File: config.mk
export PLATFORM = sky130hd
export DESIGN_NAME = buffer_write_arbiter_flat
export DESIGN_NICKNAME = d
export VERILOG_FILES = /design/src/rtl/buffer_write_arbiter_if.sv /design/src/rtl/buffer_write_arbiter.sv /design/src/flat_wrapper.sv
export SDC_FILE = /design/constraint.sdc
export NUM_CORES = 1
export LEC_CHECK = 0
export CORE_UTILIZATION = 42
export DETAILED_ROUTE_END_ITERATION = 10
export PLACE_DENSITY = 0.84
export SETUP_SLACK_MARGIN = 0.15
export SLEW_MARGIN = 20
export SYNTH_ARGS = -nofsm -noshare
export SYNTH_HDL_FRONTEND = slang
export SYNTH_SLANG_ARGS = --single-unit
File: constraint.sdc
create_clock -name clk -period 3.9 [get_ports clk]
set_input_delay 0.78 -clock clk [delete_from_list [all_inputs] [get_ports clk]]
set_output_delay 0.78 -clock clk [all_outputs]
set_load 0.005 [all_outputs]
File: src/rtl/buffer_write_arbiter_if.sv
`default_nettype none
// ============================================================================
// Module   : buffer_write_arbiter_if
// Brief    : Requester/buffer-side bundle for the buffer write arbiter.
// Revision : 1.0  initial release
// ============================================================================
interface buffer_write_arbiter_if #(
  parameter int NUM_REQ = 4,
  parameter int DATA_W  = 8,
  parameter int DEPTH   = 4
);
  localparam int c_CW = $clog2(DEPTH + 1);

  logic [NUM_REQ-1:0]        req;
  logic [NUM_REQ*DATA_W-1:0] req_data;
  logic                      free_in;
  logic [NUM_REQ-1:0]        gnt;
  logic                      buf_write_en;
  logic [DATA_W-1:0]         buf_data;
  logic [c_CW-1:0]           credits;
  logic                      full;
  logic                      overflow_err;

  // Requesters and consumer drive the request/credit-return side.
  modport master (
    output req, req_data, free_in,
    input  gnt, buf_write_en, buf_data, credits, full, overflow_err
  );

  modport slave (
    input  req, req_data, free_in,
    output gnt, buf_write_en, buf_data, credits, full, overflow_err
  );
endinterface
`default_nettype wire

File: src/rtl/buffer_write_arbiter.sv
`default_nettype none
// ============================================================================
// Module   : buffer_write_arbiter
// Brief    : Round-robin, credit-guarded arbiter for a shared buffer write port.
// Revision : 1.0  initial release
// ============================================================================
module buffer_write_arbiter #(
  parameter int NUM_REQ = 4,
  parameter int DATA_W  = 8,
  parameter int DEPTH   = 4
) (
  input  wire                     clk,
  input  wire                     rst_n,
  buffer_write_arbiter_if.slave   bus
);
  localparam int c_PW = (NUM_REQ > 1) ? $clog2(NUM_REQ) : 1;
  localparam int c_CW = $clog2(DEPTH + 1);
  localparam logic [c_CW-1:0] c_DEPTH = c_CW'(DEPTH);

  logic [NUM_REQ-1:0] r_gnt;
  logic               r_write_en;
  logic [DATA_W-1:0]  r_data;
  logic [c_CW-1:0]    r_credits;
  logic               r_overflow;
  logic [c_PW-1:0]    r_rr_ptr;

  logic [NUM_REQ-1:0] w_req_eff;
  logic               w_found;
  logic [c_PW-1:0]    w_idx;
  logic               w_grant;
  logic               w_free_ok;
  logic [DATA_W-1:0]  w_sel_data;

  function automatic logic [c_PW-1:0] wrap_add(input logic [c_PW-1:0] base,
                                               input int unsigned      off);
    int unsigned s;
    s = 32'(base) + off;
    if (s >= NUM_REQ) s = s - NUM_REQ;
    return c_PW'(s);
  endfunction

  // A requester is masked in the cycle it is granted so it may drop req then.
  assign w_req_eff = bus.req & ~r_gnt;

  always_comb begin
    w_found = 1'b0;
    w_idx   = '0;
    for (int k = 0; k < NUM_REQ; k++) begin
      if (!w_found && w_req_eff[wrap_add(r_rr_ptr, k)]) begin
        w_found = 1'b1;
        w_idx   = wrap_add(r_rr_ptr, k);
      end
    end
  end

  // Eligibility always uses the pre-update credit count.
  assign w_grant    = w_found && (r_credits != '0);
  assign w_free_ok  = bus.free_in && (r_credits != c_DEPTH);
  assign w_sel_data = bus.req_data[w_idx*DATA_W +: DATA_W];

  always_ff @(posedge clk) begin
    if (!rst_n) begin
      r_gnt      <= '0;
      r_write_en <= 1'b0;
      r_data     <= '0;
      r_credits  <= c_DEPTH;
      r_overflow <= 1'b0;
      r_rr_ptr   <= '0;
    end else begin
      r_credits <= r_credits - c_CW'(w_grant) + c_CW'(w_free_ok);
      if (bus.free_in && (r_credits == c_DEPTH)) r_overflow <= 1'b1;
      if (w_grant) begin
        r_gnt      <= NUM_REQ'(1) << w_idx;
        r_write_en <= 1'b1;
        r_data     <= w_sel_data;
        r_rr_ptr   <= wrap_add(w_idx, 1);
      end else begin
        r_gnt      <= '0;
        r_write_en <= 1'b0;
      end
    end
  end

  assign bus.gnt          = r_gnt;
  assign bus.buf_write_en = r_write_en;
  assign bus.buf_data     = r_data;
  assign bus.credits      = r_credits;
  assign bus.full         = (r_credits == '0);
  assign bus.overflow_err = r_overflow;
endmodule
`default_nettype wire
File: src/flat_wrapper.sv
// flat-port wrapper written by rule: the top's interface ports become plain ports
module buffer_write_arbiter_flat 
#(
  parameter int NUM_REQ = 4,
  parameter int DATA_W  = 8,
  parameter int DEPTH   = 4
)
  (clk, rst_n, bus_req, bus_req_data, bus_free_in, bus_gnt, bus_buf_write_en, bus_buf_data, bus_credits, bus_full, bus_overflow_err);
  buffer_write_arbiter_if #(.NUM_REQ(NUM_REQ), .DATA_W(DATA_W), .DEPTH(DEPTH)) bus_i ();
  input  wire clk;
  input  wire rst_n;
  input wire logic [$bits(bus_i.req)-1:0] bus_req;
  input wire logic [$bits(bus_i.req_data)-1:0] bus_req_data;
  input wire logic [$bits(bus_i.free_in)-1:0] bus_free_in;
  output wire logic [$bits(bus_i.gnt)-1:0] bus_gnt;
  output wire logic [$bits(bus_i.buf_write_en)-1:0] bus_buf_write_en;
  output wire logic [$bits(bus_i.buf_data)-1:0] bus_buf_data;
  output wire logic [$bits(bus_i.credits)-1:0] bus_credits;
  output wire logic [$bits(bus_i.full)-1:0] bus_full;
  output wire logic [$bits(bus_i.overflow_err)-1:0] bus_overflow_err;
  assign bus_i.req = bus_req;
  assign bus_i.req_data = bus_req_data;
  assign bus_i.free_in = bus_free_in;
  assign bus_gnt = bus_i.gnt;
  assign bus_buf_write_en = bus_i.buf_write_en;
  assign bus_buf_data = bus_i.buf_data;
  assign bus_credits = bus_i.credits;
  assign bus_full = bus_i.full;
  assign bus_overflow_err = bus_i.overflow_err;
  buffer_write_arbiter #(.NUM_REQ(NUM_REQ), .DATA_W(DATA_W), .DEPTH(DEPTH)) u_core (.clk(clk), .rst_n(rst_n), .bus(bus_i));
endmodule
Yosys cells after proc, flatten, opt, wreduce, memory -nomap -nowiden
Index checks and enable logic that the tools add are counted.
{ "classes": {"n_shift": 2, "n_reduce_logical": 12, "addsub": 11, "order_cmp": 9, "n_mux": 22, "bitwise": 2, "eq_ne": 2} }
{ "ops": {"columns": ["op", "count"], "rows": [
  ["32-bit by 6-bit variable part select with 8-bit output", 1],
  ["2-bit 2-to-1 mux", 9],
  ["3-bit >= comparator, second input constant", 4],
  ["2-bit by 3-bit < comparator with 1-bit output, second input constant", 4],
  ["2-bit by 1-bit subtractor with 2-bit output, second input constant", 5],
  ["1-bit 2-to-1 mux", 9],
  ["1-bit binary-select mux with 2-bit select", 4],
  ["2-bit by 1-bit adder with 3-bit output, second input constant", 2],
  ["2-bit by 2-bit adder with 3-bit output, second input constant", 2],
  ["1-bit logical AND", 6],
  ["4-bit AND", 1],
  ["4-bit inverter", 1],
  ["1-bit by 2-bit << shifter with 4-bit output, first input constant", 1],
  ["3-bit by 1-bit adder with 3-bit output", 1],
  ["3-bit == test, second input constant", 1],
  ["2-bit by 3-bit >= comparator with 1-bit output, second input constant", 1],
  ["1-bit logical NOT", 3],
  ["3-bit logical NOT", 1],
  ["3-bit != test, second input constant", 1],
  ["3-bit nonzero test", 1],
  ["3-bit by 1-bit subtractor with 3-bit output", 1],
  ["2-bit AND reduction", 1]
]} }
{ "totals": {"reg_bits": 19, "inputBits": 39, "elab_cells": 66, "output_inout_bits": 18} }

Logic depth before layout (Yosys ltp)
{ "depth": {"ltp_word": 17, "ltp_mapped": 9, "depth_no_buf": 9} }

Worst setup path after synthesis
No wires, ideal clock.
{ "synth_timing": {"kind": "input -> register", "start": "input port bus_req[2]", "end": "register u_core.r_credits[2] (netlist: u_core.bus.credits[2])", "slack_ns": 1.405, "setup_ns": 0.115, "required_ns": 3.785, "arrival_time_ns": 2.380, "cell_stages": 9, "n_path_buf": 0, "path_cell_list": "nand2b_1 -> a41oi_2 -> ha_1 -> inv_1 -> ha_1 -> fa_1 -> xnor2_1 -> xnor2_1 -> nand2_1"} }
{ "synth_between": {"elab_chain_len": 16, "word_cells_on_any_way": 22, "cone_classes": "2 x add/sub; 12 x mux; 1 x bitwise; 7 x reduce/logical"} }
{ "synth_rtl": {"columns": ["element", "line", "source"], "rows": [
  ["start, declared", "flat_wrapper.sv:12", "input wire logic [$bits(bus_i.req)-1:0] bus_req;"],
  ["4-bit AND *", "buffer_write_arbiter.sv:43", "assign w_req_eff = bus.req & ~r_gnt;"],
  ["1-bit binary-select mux with 2-bit select", "buffer_write_arbiter.sv:49", "if (!w_found && w_req_eff[wrap_add(r_rr_ptr, k)]) begin"],
  ["1-bit 2-to-1 mux (not written as such)", "buffer_write_arbiter.sv:49", null],
  ["1-bit 2-to-1 mux", "buffer_write_arbiter.sv:49", null],
  ["1-bit logical NOT", "buffer_write_arbiter.sv:49", null],
  ["1-bit logical AND", "buffer_write_arbiter.sv:49", null],
  ["1-bit 2-to-1 mux", "buffer_write_arbiter.sv:49", null],
  ["1-bit logical NOT", "buffer_write_arbiter.sv:49", null],
  ["1-bit logical AND", "buffer_write_arbiter.sv:49", null],
  ["1-bit 2-to-1 mux", "buffer_write_arbiter.sv:49", null],
  ["1-bit logical NOT", "buffer_write_arbiter.sv:49", null],
  ["1-bit logical AND", "buffer_write_arbiter.sv:49", null],
  ["1-bit 2-to-1 mux *", "buffer_write_arbiter.sv:49", null],
  ["1-bit logical AND *", "buffer_write_arbiter.sv:57", "assign w_grant = w_found && (r_credits != '0);"],
  ["named net u_core.w_grant", "buffer_write_arbiter.sv:30", "logic w_grant;"],
  ["3-bit by 1-bit subtractor with 3-bit output *", "buffer_write_arbiter.sv:70", "r_credits <= r_credits - c_CW'(w_grant) + c_CW'(w_free_ok);"],
  ["3-bit by 1-bit adder with 3-bit output *", "buffer_write_arbiter.sv:70", null],
  ["end signal, assigned", "buffer_write_arbiter.sv:66", "r_credits <= c_DEPTH;"],
  ["end signal, assigned", "buffer_write_arbiter.sv:70", null],
  ["end, declared", "buffer_write_arbiter.sv:23", "logic [c_CW-1:0] r_credits;"]
]} }
The timed path passes the listed nets; every way through them passes the cells marked *. The select of a mux whose other input is x is not followed.
A chain may end at the register's enable or synchronous reset.

Worst setup path after layout
Same ends and word-level chain as after synthesis.

==> out/results.tsv <==
metric	value	unit
status	finished, final reports clean	
async_flop_share	0	
fp.coreArea	0.00250	mm2
cp-end-kind	register	
rsz0062_at_grt	false	
wire_per_inst	13.8	um
place.gp.congestion	0.854	
setup-violations-final	0	
antenna_found_initial	0	
cts.repair.resized	0	
seq_area	380	um2
yosysTopAreaCell	dfxtp_1	
rows	18	
yosys-top-cells-area	dfxtp_1 (34%), o211ai_1 (11%), mux2i_1 (7.1%), a21boi_0 (6.0%), and3_1 (4.4%)	
tns	0	ps
drv_slew	0	
h-tree-depth	1	
cts_hold_buf	0	
start_util	0.450	
dp_hpwl	2290	um
slowest_delay	410	ps
final_area	0.00173	mm2
root_buffer	clkbuf_4	
vias	1134	
peakVddDrop	0.000482	V
dieArea	0.00289	mm2
wirelength	2880	um
final_nets	222	
track_usage	0.229	
drive_gt1_frac	0.0726	
slew_headroom	0.565	
min_from	u_core.bus.buf_data[3]	
portBuffers	56	
netlist_instances	123	
rr_worst_depth	9	
hp-class	register to register	
postCtsSetupRepairBufs	0	
critPathLaunch	bus_req[2]	
drt-initial-drc-count	13	
die_w	53.8	um
clkTransAtPathRegs	110	ps
cts_buffers	3	
syn-num-nets	165	
cp.arrival	2970	ps
synth_most_common_cell	dfxtp_1	
clock-skew-final	2.04	ps
max_cap_violations	0	
synth.distinct_cells	34	
ys_warn_count	0	
finalCritPeriodShare	0.712	
multi_input_area	698	um2
ios	57	
seq_area_frac_synth	0.338	
synth_common_cells	dfxtp_1 (19), o211ai_1 (16), nand2_1 (13)	
syn-cell-area	0.00113	mm2
fillerInstances	201	
cp-start-kind	primary input	
grt_pass1_vias	1042	
avgSynthCellArea	9.16	um2
grt_start_max_net_pins	19	
ys_ff_latch	19	
grt_pass1_wl	4640	um
power.leakage	0.669	nW
min_period	2780	ps
cp_max_fo	7	
diodes	0	
clock-sinks	19	
cp_cell_sequence	clkdlybuf4s50_1 > nand2b_1 > a41oi_2 > ha_1 > inv_1 > ha_1 > fa_1 > xnor2_1 > xnor2_1 > nand2_1	
synthFlopType	dfxtp_1	
synth_edf_count	0	
criticalPathCategory	primary input to register	
cts_max_path_buffers	2	
p_per_area	604	mW/mm2
worst_slew_pin_slew	651	ps
regToRegStartpoint	u_core.bus.credits[1]	
cts_tree	yes	
place_area	0.00170	mm2
dieHeight	53.8	um
vias_per_cell	5.43	
min_delay_path_depth	2	
remaining_drc_errors	0	
worstPathRequired	4090	ps
cpMaxStageDelayCell	clkdlybuf4s50_1	
clock_latency	290	ps
dr.pass1.iters	4	
synth_top_area_share	0.338	
syn2layout_area_growth	53.7	%
fmax	360	MHz
overflow	0	
hold_violations	0	
reg2reg_slack	1550	ps
postRouteAntennaNets	0	
==> kinds of logic after synthesis <==
kind of cell | after synthesis | synth area share
flops | 19 | 0.338
xor+xnor | 3 | 0.0233
simple gates | 44 | 0.211
compound gates | 36 | 0.274
mux | 8 | 0.0711
fa+ha+maj | 3 | 0.0400
buf+inv | 10 | 0.0422
==> worst paths after layout <==
kind / to
worst min register to register: u_core.bus.buf_data[3]
worst max register to register: u_core.bus.credits[2]
worst min-delay path: u_core.bus.buf_data[3]
worst max-delay path: u_core.bus.credits[2]
==> registers in the layout, summed over array words and instances (netlist names) <==
name	count
u_core.bus.credits	3
u_core.bus.gnt	4
u_core.bus.overflow_err	1
u_core.r_rr_ptr	2
u_core.bus.buf_data	8
u_core.bus.buf_write_en	1
==> metal layers <==
| layer | routed length (um) | global-route usage | share of wire | vias up |
|---|---|---|---|---|
| met3 | 222 | 0.0678 | 0.077 | 6 |
| met2 | 1430 | 0.393 | 0.50 | 42 |
| met5 | 0 | 0 | 0 | - |
| li1 | - | - | - | 561 |
| met1 | 1180 | 0.262 | 0.41 | 525 |
| met4 | 47 | 0.0921 | 0.016 | 0 |
==> cells in the final DEF, fill, tap and decap left out, types with 2 or more instances in the layout <==
cell type / synthesis / final
nor2b_1: 4 / 4
nand2_1: 13 / 13
nor2_1: 6 / 6
and3_1: 8 / 8
inv_1: 5 / 5
clkdlybuf4s50_1: 0 / 56
and2_1: 4 / 4
o211ai_1: 16 / 16
a21boi_0: 9 / 9
ha_1: 2 / 2
clkbuf_4: 0 / 3
dfxtp_1: 19 / 19
nand2b_1: 4 / 4
xnor2_1: 3 / 3
mux2i_1: 8 / 8
==> per-stage QoR <==
stage | std cells | hold slack (ps) | utilization | total power, mW | setup WS [ps]
final | 209 | 496 | 0.692 | 1.05 | 1120
after detailed placement | 205 | 478 | 0.681 | 0.952 | 804
after global placement | 205 | 472 | 0.681 | 0.932 | 866
after global routing | 209 | 536 | 0.692 | 1.14 | 958
after floorplan | 123 | 477 | - | 0.705 | 1400
after CTS | 209 | 501 | 0.692 | 1.05 | 1130
==> critical path, delay by kind of cell <==
kind            cells  cell delay [ps]
xor+xnor            2              310
simple gates        2              240
compound gates      1              260
fa+ha+maj           3              930
buf+inv             2              450
==> cell type report <==
type | instances | share of cell area
Tap cell | 30 | 0.0217
Clock buffer | 3 | 0.0130
Clock inverter | 1 | 0.00289
Timing Repair Buffer | 57 | 0.328
Multi-Input combinational cell | 94 | 0.403
Inverter | 5 | 0.0108
Sequential cell | 19 | 0.220
==> report_power, final <==
| group | internal [mW] | switching (mW) |
|---|---|---|
| clock network | 0.0381 | 0.0619 |
| logic | 0.338 | 0.274 |
| registers | 0.275 | 0.0579 |
| total | 0.651 | 0.394 |
Power figures use the tool's default switching activity.
